### src/rtl/bitrev_pkg.sv
// Shared helpers for the bit-reversal reorder buffer: frame sizing and index reversal.
package bitrev_pkg;

   localparam int LOG2N_DEF = 3;

   function automatic int npts(input int log2n);
      return 1 << log2n;
   endfunction

   function automatic int cnt_w(input int log2n);
      return $clog2(log2n + 1);
   endfunction

   // Reverses the low nbits of idx; bits at and above nbits come back as zero.
   function automatic logic [31:0] rev_bits(input logic [31:0] idx, input int nbits);
      logic [31:0] r;
      r = '0;
      for (int i = 0; i < 32; i++) begin
         if (i < nbits) r[i] = idx[nbits-1-i];
      end
      return r;
   endfunction

   function automatic logic [31:0] len_mask(input int nbits);
      return (32'd1 << nbits) - 32'd1;
   endfunction

endpackage

### src/rtl/bitrev_reorder_buf_idx.sv
// Combinational read-address reverser; only the low nbits_i bits take part.
module bitrev_idx
   import bitrev_pkg::*;
#(
   parameter int LOG2N = LOG2N_DEF
) (
   input  logic [LOG2N-1:0]        idx_i,
   input  logic [cnt_w(LOG2N)-1:0] nbits_i,
   output logic [LOG2N-1:0]        idx_o
);

   assign idx_o = LOG2N'(rev_bits(32'(idx_i), int'(nbits_i)));

endmodule

### src/rtl/bitrev_reorder_buf.sv
// Ping-pong bit-reversal reorder buffer: output starts 1 cycle after a frame completes, 1 sample/cycle.
// in_ready drops only when both banks are full; VAR_SIZE_EN adds per-frame length via cfg_log2n.
module bitrev_reorder_buf
   import bitrev_pkg::*;
#(
   parameter int LOG2N = LOG2N_DEF,
   parameter int DW    = 32
) (
   input  logic          clk,
   input  logic          rst,
   input  logic          bypass,
   input  logic          in_valid,
   output logic          in_ready,
   input  logic [DW-1:0] in_data,
   output logic          out_valid,
   input  logic          out_ready,
   output logic [DW-1:0] out_data,
   output logic          out_sof,
   output logic          out_eof
`ifdef VAR_SIZE_EN
   ,
   input  logic [cnt_w(LOG2N)-1:0] cfg_log2n
`endif
);

   localparam int NPTS = npts(LOG2N);
   localparam int CW   = cnt_w(LOG2N);

   logic [DW-1:0]    bank_q [2][NPTS];
   logic [1:0]       full_q, full_d;
   logic             wr_bank_q, wr_bank_d, rd_bank_q, rd_bank_d;
   logic [LOG2N-1:0] wr_cnt_q, wr_cnt_d, rd_cnt_q, rd_cnt_d;
   logic [LOG2N-1:0] rev_cnt, rd_addr;
   logic             bypass_q, bypass_d;
   logic             out_valid_q, out_valid_d, out_sof_q, out_sof_d, out_eof_q, out_eof_d;
   logic [DW-1:0]    out_data_q, out_data_d;
   logic [CW-1:0]    wr_n, rd_n;
   logic             wr_fire, wr_last, rd_load, rd_last;

`ifdef VAR_SIZE_EN
   logic [CW-1:0] len_q [2];
   logic [CW-1:0] cfg_n;

   assign cfg_n = (cfg_log2n == '0 || int'(cfg_log2n) > LOG2N) ? CW'(LOG2N) : cfg_log2n;
   // The length is latched with index 0, so the first write of a frame must use cfg_n directly.
   assign wr_n  = (wr_cnt_q == '0) ? cfg_n : len_q[wr_bank_q];
   assign rd_n  = len_q[rd_bank_q];

   always_ff @(posedge clk) begin
      if (rst) begin
         len_q[0] <= CW'(LOG2N);
         len_q[1] <= CW'(LOG2N);
      end else if (wr_fire && wr_cnt_q == '0) begin
         len_q[wr_bank_q] <= cfg_n;
      end
   end
`else
   assign wr_n = CW'(LOG2N);
   assign rd_n = CW'(LOG2N);
`endif

   assign in_ready = !rst && !full_q[wr_bank_q];
   assign wr_fire  = in_valid && in_ready;
   assign wr_last  = (wr_cnt_q == LOG2N'(len_mask(int'(wr_n))));
   assign rd_load  = full_q[rd_bank_q] && (!out_valid_q || out_ready);
   assign rd_last  = (rd_cnt_q == LOG2N'(len_mask(int'(rd_n))));

   bitrev_idx #(.LOG2N(LOG2N)) u_rev (
      .idx_i   (rd_cnt_q),
      .nbits_i (rd_n),
      .idx_o   (rev_cnt)
   );

   // Index 0 reverses to itself, so the bypass value latched at sof never affects the first read.
   assign rd_addr = bypass_q ? rd_cnt_q : rev_cnt;

   always_comb begin
      full_d      = full_q;
      wr_bank_d   = wr_bank_q;
      wr_cnt_d    = wr_cnt_q;
      rd_bank_d   = rd_bank_q;
      rd_cnt_d    = rd_cnt_q;
      bypass_d    = bypass_q;
      out_valid_d = out_valid_q;
      out_data_d  = out_data_q;
      out_sof_d   = out_sof_q;
      out_eof_d   = out_eof_q;

      if (wr_fire) begin
         if (wr_last) begin
            full_d[wr_bank_q] = 1'b1;
            wr_cnt_d          = '0;
            wr_bank_d         = ~wr_bank_q;
         end else begin
            wr_cnt_d = wr_cnt_q + LOG2N'(1);
         end
      end

      if (rd_load) begin
         out_valid_d = 1'b1;
         out_data_d  = bank_q[rd_bank_q][rd_addr];
         out_sof_d   = (rd_cnt_q == '0);
         out_eof_d   = rd_last;
         if (rd_cnt_q == '0) bypass_d = bypass;
         if (rd_last) begin
            full_d[rd_bank_q] = 1'b0;
            rd_cnt_d          = '0;
            rd_bank_d         = ~rd_bank_q;
         end else begin
            rd_cnt_d = rd_cnt_q + LOG2N'(1);
         end
      end else if (out_ready) begin
         out_valid_d = 1'b0;
      end
   end

   always_ff @(posedge clk) begin
      if (rst) begin
         full_q      <= '0;
         wr_bank_q   <= 1'b0;
         wr_cnt_q    <= '0;
         rd_bank_q   <= 1'b0;
         rd_cnt_q    <= '0;
         bypass_q    <= 1'b0;
         out_valid_q <= 1'b0;
         out_data_q  <= '0;
         out_sof_q   <= 1'b0;
         out_eof_q   <= 1'b0;
      end else begin
         full_q      <= full_d;
         wr_bank_q   <= wr_bank_d;
         wr_cnt_q    <= wr_cnt_d;
         rd_bank_q   <= rd_bank_d;
         rd_cnt_q    <= rd_cnt_d;
         bypass_q    <= bypass_d;
         out_valid_q <= out_valid_d;
         out_data_q  <= out_data_d;
         out_sof_q   <= out_sof_d;
         out_eof_q   <= out_eof_d;
      end
   end

   always_ff @(posedge clk) begin
      if (wr_fire) bank_q[wr_bank_q][wr_cnt_q] <= in_data;
   end

   assign out_valid = out_valid_q;
   assign out_data  = out_data_q;
   assign out_sof   = out_sof_q;
   assign out_eof   = out_eof_q;

endmodule

### config.mk
export PLATFORM = sky130hd
export DESIGN_NAME = bitrev_reorder_buf
export DESIGN_NICKNAME = d
export VERILOG_FILES = /design/src/rtl/bitrev_pkg.sv /design/src/rtl/bitrev_reorder_buf_idx.sv /design/src/rtl/bitrev_reorder_buf.sv
export SDC_FILE = /design/constraint.sdc
export NUM_CORES = 1
export LEC_CHECK = 0
export CAP_MARGIN = 40
export CORE_ASPECT_RATIO = 1.2
export CORE_MARGIN = 1
export CORE_UTILIZATION = 25
export CTS_BUF_LIST = sky130_fd_sc_hd__clkbuf_8
export DETAILED_ROUTE_END_ITERATION = 8
export SYNTH_ARGS = -nofsm -noshare
export SYNTH_HDL_FRONTEND = slang
export SYNTH_SLANG_ARGS = --single-unit
### constraint.sdc
create_clock -name clk -period 6.1 [get_ports clk]
set_input_delay 0.61 -clock clk [delete_from_list [all_inputs] [get_ports clk]]
set_output_delay 0.61 -clock clk [all_outputs]
set_load 0.01 [all_outputs]
==> impl_metrics.py <==
metrics = {
    "route": {
        "drtIter0Drc": 836,
        "routed_via_density": 4.32,
        "wirelength_um": 46400,
        "num_vias": 10100,
        "drt_first_pass_iters": 5,
        "drc_errors": 0,
        "wire_per_inst_um": 19.8,
        "antenna_left": 0,
    },
    "floorplan": {
        "die-height_um": 320,
        "die-area_um2": 85500,
        "io_pins": 73,
        "coreArea_um2": 83500,
        "start_util_pct": 25.3,
        "num_rows": 116,
        "fp.dieW_um": 267,
    },
    "clock_tree": {
        "cts_setup_buffers": 0,
        "numClockSinks": 559,
        "clockBufferDepth": 3,
        "cts_hold_buf": 0,
        "h-tree-depth": 3,
        "cts_root_buf": "clkbuf_8",
        "clk_latency_ns": 0.62,
        "clk_pin_slew_ns": 0.06,
        "cts_tree": "yes",
        "cts_resized": 0,
        "cts_buffers": 81,
    },
    "logic_synthesis": {
        "yosysTopAreaCell": "edfxtp_1",
        "syn_area_per_cell_um2": 20.6,
        "synth.distinct_cells": 35,
        "synth_nets": 1065,
        "synth_area_leaders": "edfxtp_1 (73%), mux4_2 (10%), mux2i_1 (4.6%)",
        "netlist_instances": 1023,
        "yosysWarnings": 0,
        "ys_ff_latch": 559,
        "synth-seq-area-share_pct": 77.4,
        "yosysTopAreaCellShare_pct": 73.0,
        "syn_area_um2": 21100,
    },
    "outcome": {
        "status": "finished clean",
    },
    "placement": {
        "io_buffers": 72,
        "gp_congestion": 0.751,
        "hpwl_um": 28000,
    },
    "setup_path": {
        "worstPathArrival_ns": 2.46,
        "worstPathMaxFanout": 15,
        "setup.worst_path.end_class": "output port",
        "required_ns": 5.49,
        "critical_path_class": "reg -> out",
        "cp-start-kind": "register",
    },
    "cells_and_area": {
        "finish.utilization_pct": 30.0,
        "drive_gt1_share_pct": 21.0,
        "n_fill_cell": 8102,
        "multiInputGateArea_um2": 4570,
        "syn2layout_area_growth_pct": 18.7,
        "register_area_um2": 16300,
        "fin_nets": 1195,
    },
    "sta": {
        "setup_viol": 0,
        "finalHoldViolCount": 0,
        "timing.final.crit_share_pct": 50.4,
        "relSlewSlack_pct": 35.5,
        "rsz0062_at_grt": "false",
        "fmax_mhz": 325,
        "worstMarginPinSlew_ns": 0.967,
        "setup-tns-final_ns": 0,
        "maxSlewViolCount": 0,
        "clock_skew_ns": 0.0229,
        "finalHoldWorstSlack_ns": 0.458,
        "fin_crit_ns": 3.07,
    },
    "global_route": {
        "grt_max_degree": 135,
        "grt-ovfl-total": 0,
        "antenna_found_initial": 2,
        "grt_pass1_wl_um": 70000,
        "grt_usage_pct": 11.1,
        "grt_pass1_vias": 11000,
    },
    "pwr": {
        "power_mw": 7.13,
        "ir_worst_vdd_mv": 0.117,
        "power_leakage_nw": 7.97,
        "power_per_cell_area_nw_per_um2": 285,
    },
    "min_path": {
        "hp-class": "reg -> reg",
    },
    "job": {
        "drv_cap": 0,
    },
}
-- worst paths after layout --
path	from	endpoint	slack [ns]	cells after the start
setup reg to reg	wr_bank_q$_SDFFE_PP0P_	bank_q[0][88]$_DFFE_PP_	3.07	5
hold reg to reg	out_data[15]$_SDFFE_PP0P_	out_data[15]$_SDFFE_PP0P_	0.46	1
hold / removal	out_data[15]$_SDFFE_PP0P_	out_data[15]$_SDFFE_PP0P_	0.46	1
setup / recovery	wr_bank_q$_SDFFE_PP0P_	in_ready	3.03	3
-- sequential cells by signal (all words and copies together), names as in the netlist, 2 cells and up, named ones only --
| register | cells |
|---|---|
| bank_q | 512 |
| full_q | 2 |
| out_data | 32 |
| rd_cnt_q | 3 |
| wr_cnt_q | 3 |
-- through the flow --
| stage | cells | worst slack [ns] | area [um2] |
|---|---|---|---|
| floorplan | 1023 | 0.922 | 21100 |
| global placement | 2181 | 2.43 | 23200 |
| detailed placement | 2191 | 2.55 | 23500 |
| CTS | 2338 | 2.99 | 25000 |
| global route | 2339 | 2.90 | 25000 |
| finish | 2339 | 3.03 | 25000 |
-- synthesized netlist by cell type (all sizes together) --
cell type and instances:
a21oi 7, nand2b 6, nor2b 1, and2 1
nor3 8, xor2 1, ha 5, or2 1
inv 4, o31ai 19, mux2i 98, a21o 13
a311oi 1, clkbuf 24, mux2 1, buf 32
a31oi 1, a21boi 1, o22ai 51, nor4b 1
edfxtp 512, nand2 31, and3 1, nor4 4
nand3b 2, nor2 21, mux4 96, and3b 1
dfxtp 47, a211oi 32
-- metal layers --
metal	vias up	part of all wire [%]	routed length (um)	track usage (%)
met5	-	0.028	13	0
met4	2	1.5	707	3.23
met3	61	4.8	2230	2.41
met2	242	53	24800	20.0
met1	5294	40	18600	12.9
li1	4514	-	-	-
-- layout make-up --
class                           count  area share (%)
Multi-Input combinational cell    404            18.3
Clock buffer                       92            5.06
Timing Repair Buffer              103            4.60
Tap cell                         1121            5.61
Antenna cell                        1          0.0100
Sequential cell                   559            65.3
Inverter                            4          0.0600
Clock inverter                     55            1.11
-- where the power goes --
part | internal (mW) | switching, mW | total, mW
Clock | 1.46 | 1.35 | 2.81
Sequential | 4.20 | 0.00515 | 4.20
Combinational | 0.0380 | 0.0783 | 0.116
-- worst max-delay path: stages, from the launching register on --
cell and delay (ns):
dfxtp_1 0.73, mux2i_1 0.33, nor2b_1 0.22, clkdlybuf4s50_1 0.57
-- cell families (layout without fill, tap and decap cells) --
kind of cell             Yosys count  count (layout)  share of synthesized area (%)
AO/OA/AOI/OAI                    125             125                           4.08
XOR/XNOR                           1               1                         0.0416
adder cells (fa/ha/maj)            5               5                          0.297
buffers and inverters             60             254                           1.44
flip-flops                       559             559                           77.4
multiplexers                     195             195                           15.0
other                              0               1                              0
AND/OR/NAND/NOR                   78              78                           1.69
-- cell usage in the layout, fill, tap and decap left out, types with 3 or more instances in the layout --
| master | count |
|---|---|
| nor4_2 | 4 |
| nand2_1 | 31 |
| buf_16 | 9 |
| clkinv_1 | 16 |
| ha_1 | 5 |
| nor2_1 | 14 |
| clkinv_2 | 7 |
| o31ai_1 | 19 |
| nor3_1 | 3 |
| dfxtp_1 | 45 |
| edfxtp_1 | 512 |
| nor2_4 | 7 |
| inv_1 | 32 |
| o22ai_1 | 51 |
| buf_4 | 20 |
| a21oi_1 | 6 |
| mux4_2 | 96 |
| nand2b_1 | 4 |
| clkdlybuf4s50_1 | 72 |
| mux2i_1 | 96 |
| nor3_2 | 5 |
| clkbuf_8 | 92 |
| a21o_1 | 13 |
| a211oi_1 | 32 |
(Power assumes the default switching activity.)
==> patch 1: new RTL, same flow settings <==
Take the reset off `out_data_q` and load it in a clocked block of its own.
--- a/src/rtl/bitrev_reorder_buf.sv
+++ b/src/rtl/bitrev_reorder_buf.sv
@@ -123,7 +123,6 @@
          rd_cnt_q    <= '0;
          bypass_q    <= 1'b0;
          out_valid_q <= 1'b0;
-         out_data_q  <= '0;
          out_sof_q   <= 1'b0;
          out_eof_q   <= 1'b0;
       end else begin
@@ -134,10 +133,13 @@
          rd_cnt_q    <= rd_cnt_d;
          bypass_q    <= bypass_d;
          out_valid_q <= out_valid_d;
-         out_data_q  <= out_data_d;
          out_sof_q   <= out_sof_d;
          out_eof_q   <= out_eof_d;
       end
+   end
+
+   always_ff @(posedge clk) begin
+      out_data_q <= out_data_d;
    end
 
    always_ff @(posedge clk) begin
Check against the original RTL: differs if rst is asserted again (counterexample within 10 cycles, from zero or initial values and one cycle with rst high); with rst held inactive, the same outputs for 10 cycles.
==> patch 1 against the original RTL <==
Synthesized area rose by 2.3%; highest routed layer unchanged; final area up 1.0%; die area increased by 2.3%; power down 1.9%; count of clock-buffer cells in the layout fell by 9; largest cell class unchanged; sequential cell count did not move; setup slack lost 0.0034 ns; wire length rose by 15%.
==> patch 1: results (changes against the original RTL) <==
| Metric | Value |
|---|---|
| Status | complete, no violations |
| VDD IR-drop max | 0.118 mV (+0.56%) |
| R2R setup slack | 3.02 ns (-0.05 ns) |
| Total Wirelength | 53,400 um (+15%) |
| Initial antenna violation count | 2 (unchanged) |
| Post-Synthesis Cells | 1,226 (+20%) |
| Post-Synth Adder-Cell Area | 0.290% (-0.0066 points) |
| Setup WS pre-CTS | 2.48 ns (-0.0694 ns) |
| Vias per cell | 4.86 (+12%) |
| Slowest stage delay, CP | 0.62 ns (-0.11 ns) |
| Share of layout cells above drive strength 1 | 11.4% (-9.6 points) |
| Synth Area in Compound Gates | 11.5% (+7.4 points) |
| Filler cells | 8,241 (+1.7%) |
| Post-DP HPWL | 31,000 um (+11%) |
| Synth Area in XOR/XNOR | 0.0813% (+0.040 points) |
| Yosys cell types | 34 (-2.9%) |
| CP endpoint | bank_q[1][47]$_DFFE_PP_ |
| CTS buffer count | 81 (unchanged) |
| Number of standard cells in the final layout excluding fillers | 2,508 (+7.2%) |
| Actual slew at the worst max-slew pin | 1.00 ns (+0.0371 ns) |
| Hold endpoint | out_eof$_SDFFE_PP0P_ |
| Clock Tree Buf Depth | 3 (unchanged) |
| Yosys warnings | 0 (unchanged) |
| Hold path depth | 2 (+1) |
| Mux share of post-synthesis cell area | 6.28% (-8.7 points) |
| Worst Path Max Fanout | 19 (+4) |
| Post-synth EDFFs | 544 (+6.3%) |
| Top cells by count, synth | 544 x edfxtp_1, 192 x o221ai_1, 133 x mux2i_1 |
| Tcrit/Tclk final | 50.4% (+0.057 points) |
| Final hold slack | 0.462 ns (+0.00417 ns) |
| Placed cells | 2,367 (+8.0%) |
| Ranking of synthesized cells by area | edfxtp_1 76%, o221ai_1 7.8%, mux2i_1 6.2% |
| Placed inst area | 0.0239 mm^2 (+1.7%) |
| Tot GR Track Use | 12.0% (+0.99 points) |
| Vias in the first global route | 12,406 (+13%) |
| Nets | 1,362 (+14%) |
| Drt initial violations | 844 (+0.96%) |
| WS Path Type | reg2reg |
| Worst hold start | out_eof$_SDFFE_PP0P_ |
| Largest net degree at the start of global routing | 129 (-4.4%) |
| Static leakage | 8.46 nW (+6.2%) |
| Worst Clk Skew | 0.0199 ns (-0.00301 ns) |
| Syn-to-layout area delta | 17.2% |
| Critical Path AT | 3.34 ns (+0.88 ns) |
| Syn Nets | 1,268 (+19%) |
## patch 1: cell types whose count changed after synthesis, sizes merged, moves of 35 or more
cell | before | now
a21oi | 7 | 75
o221ai | 0 | 192
mux4 | 96 | 0
mux2i | 98 | 133
## patch 1: metal layers
metal / up-vias / track usage, % / part of all wire (%)
met5: - / 0 / 0.024
li1: 5414 / - / -
met3: 83 / 2.35 / 5.1
met2: 358 / 21.9 / 53
met4: 2 / 4.00 / 2.3
met1: 6340 / 14.1 / 40
## patch 1: cell type report
type	count	area share [%]
Sequential cell	559	65.9
Multi-Input combinational cell	569	18.3
Tap cell	1130	5.60
Timing Repair Buffer	104	4.66
Clock buffer	83	4.52
Clock inverter	57	1.04
Inverter	5	0.0743
Antenna cell	1	0.00990
## patch 1: power breakdown
group / total, mW / internal, mW / switching, mW / leakage (nW)
sequential: 4.23 / 4.23 / 0.00540 / 5.02
combinational: 0.108 / 0.0334 / 0.0750 / 2.66
clock: 2.65 / 1.30 / 1.35 / 0.785
==> patch 2: new RTL, config.mk and constraints unchanged <==
Made on the original files. Set the parameter `DW` to 48 (it was 32).
--- a/src/rtl/bitrev_reorder_buf.sv
+++ b/src/rtl/bitrev_reorder_buf.sv
@@ -4,7 +4,7 @@
    import bitrev_pkg::*;
 #(
    parameter int LOG2N = LOG2N_DEF,
-   parameter int DW    = 32
+   parameter int DW    = 48
 ) (
    input  logic          clk,
    input  logic          rst,
Interface: changed (resized in_data and out_data); port bits go from 73 to 105. No check against the original RTL was run, so the function may have changed too.
==> patch 2 against the original RTL <==
Sequential share of layout area is 0.44 points higher; wire length is 55% higher; sequential cell count is 272 higher; synthesized area is 48% higher; power is 53% higher; final cell count is 47% higher; setup slack worse by 0.42 ns; combinational power is 47% higher; final area is 48% higher.
==> patch 2: results (changes against the original RTL) <==
| Metric | Value |
|---|---|
| Status | complete, no violations |
| Global-route wire length before repair | 106,000 um (+52%) |
| Top cells by count, synth | 768 x edfxtp_1, 144 x mux4_2, 128 x mux2i_1 |
| Placed cells | 3,197 (+46%) |
| Tot GR Track Use | 11.3% (+0.28 points) |
| Placed inst area | 0.0345 mm^2 (+47%) |
| Drt initial violations | 1,037 (+24%) |
| Clk cell area share | 6.85% (+0.68 points) |
| Yosys cell types | 37 (+5.7%) |
| Clkbuf count | 144 (+57%) |
| Vias in the first global route | 16,088 (+46%) |
| Filler cells | 11,866 (+46%) |
| Cell internal pwr | 8.59 mW (+51%) |
| Number of standard cells in the final layout excluding fillers | 3,445 (+47%) |
| DR vias | 15,117 (+49%) |
| Placer Congestion | 0.721 (-4.1%) |
| Syn Nets | 1,552 (+46%) |
| Non-clk bufs | 148 (+44%) |
| DRT Pass-1 Iters | 4 (-1) |
| Crit-path slowest cell | nor2_4 |
| Sequential cell area share | 65.7% (+0.44 points) |
| Mapped cell area | 0.0313 mm^2 (+48%) |
| Multi-input logic area | 0.00655 mm^2 (+43%) |
| Worst Path Max Fanout | 25 (+10) |
| Clock latency on the worst-skew pair | 0.79 ns (+0.17 ns) |
| Post-DP HPWL | 42,600 um (+52%) |
| Port bufs | 104 (+44%) |
| Rel. slew slack | 42.3% (+6.7 points) |
| Nets | 1,745 (+46%) |
| Critical Path AT | 3.90 ns (+1.44 ns) |
| Register bit total from synthesis | 831 (+49%) |
| CTS buffer count | 132 (+63%) |
| Post-Synthesis Cells | 1,494 (+46%) |
| Share of layout cells above drive strength 1 | 22.0% (+0.92 points) |
| H-tree levels | 4 (+1) |
| Post-synth EDFFs | 768 (+50%) |
| VDD IR-drop max | 0.168 mV (+44%) |
| Routed WL per cell | 20.8 um (+5.0%) |
[patch 2: power by group through the flow]
stage	Sequential [mW]	Clock, mW	Combinational [mW]
6_report	6.25	4.48	0.171
5_1_grt	6.25	4.85	0.186
4_1_cts	6.25	4.62	0.173
3_5_place_dp	6.37	0	0.173
3_3_place_gp	6.37	0	0.163
2_1_floorplan	6.37	0	0.0455
[patch 2: metrics by stage]
stage	setup slack (ns)	utilization, %
after floorplan	-0.217	-
after global placement	2.07	27.7
after detailed placement	1.92	27.9
after CTS	2.50	29.9
after global routing	2.40	29.9
final	2.61	29.9
[patch 2: kinds of logic after synthesis]
| family | Yosys count | synth area share [%] |
|---|---|---|
| flops | 831 | 77.8 |
| mux | 274 | 14.6 |
| compound gates | 191 | 4.20 |
| simple gates | 99 | 1.44 |
| buf+inv | 93 | 1.76 |
| fa+ha+maj | 5 | 0.200 |
| xor+xnor | 1 | 0.0280 |
[patch 2: final timing paths]
check,start,end,slack [ns],depth (start not counted)
min,out_data[4]$_SDFFE_PP0P_,out_data[4]$_SDFFE_PP0P_,0.45,2
max,wr_bank_q$_SDFFE_PP0P_,bank_q[0][53]$_DFFE_PP_,2.61,6
max reg2reg,wr_bank_q$_SDFFE_PP0P_,bank_q[0][53]$_DFFE_PP_,2.61,6
min reg2reg,out_data[4]$_SDFFE_PP0P_,out_data[4]$_SDFFE_PP0P_,0.45,2
[patch 2: layer usage]
metal / vias to the layer above / part of all wire (%) / wire length [um] / track usage [%]
li1: 6652 / - / - / -
met1: 7923 / 41 / 29700 / 13.7
met2: 405 / 50 / 36100 / 19.2
met3: 127 / 5.8 / 4170 / 3.21
met4: 10 / 2.4 / 1690 / 4.07
met5: - / 0.085 / 61 / 0
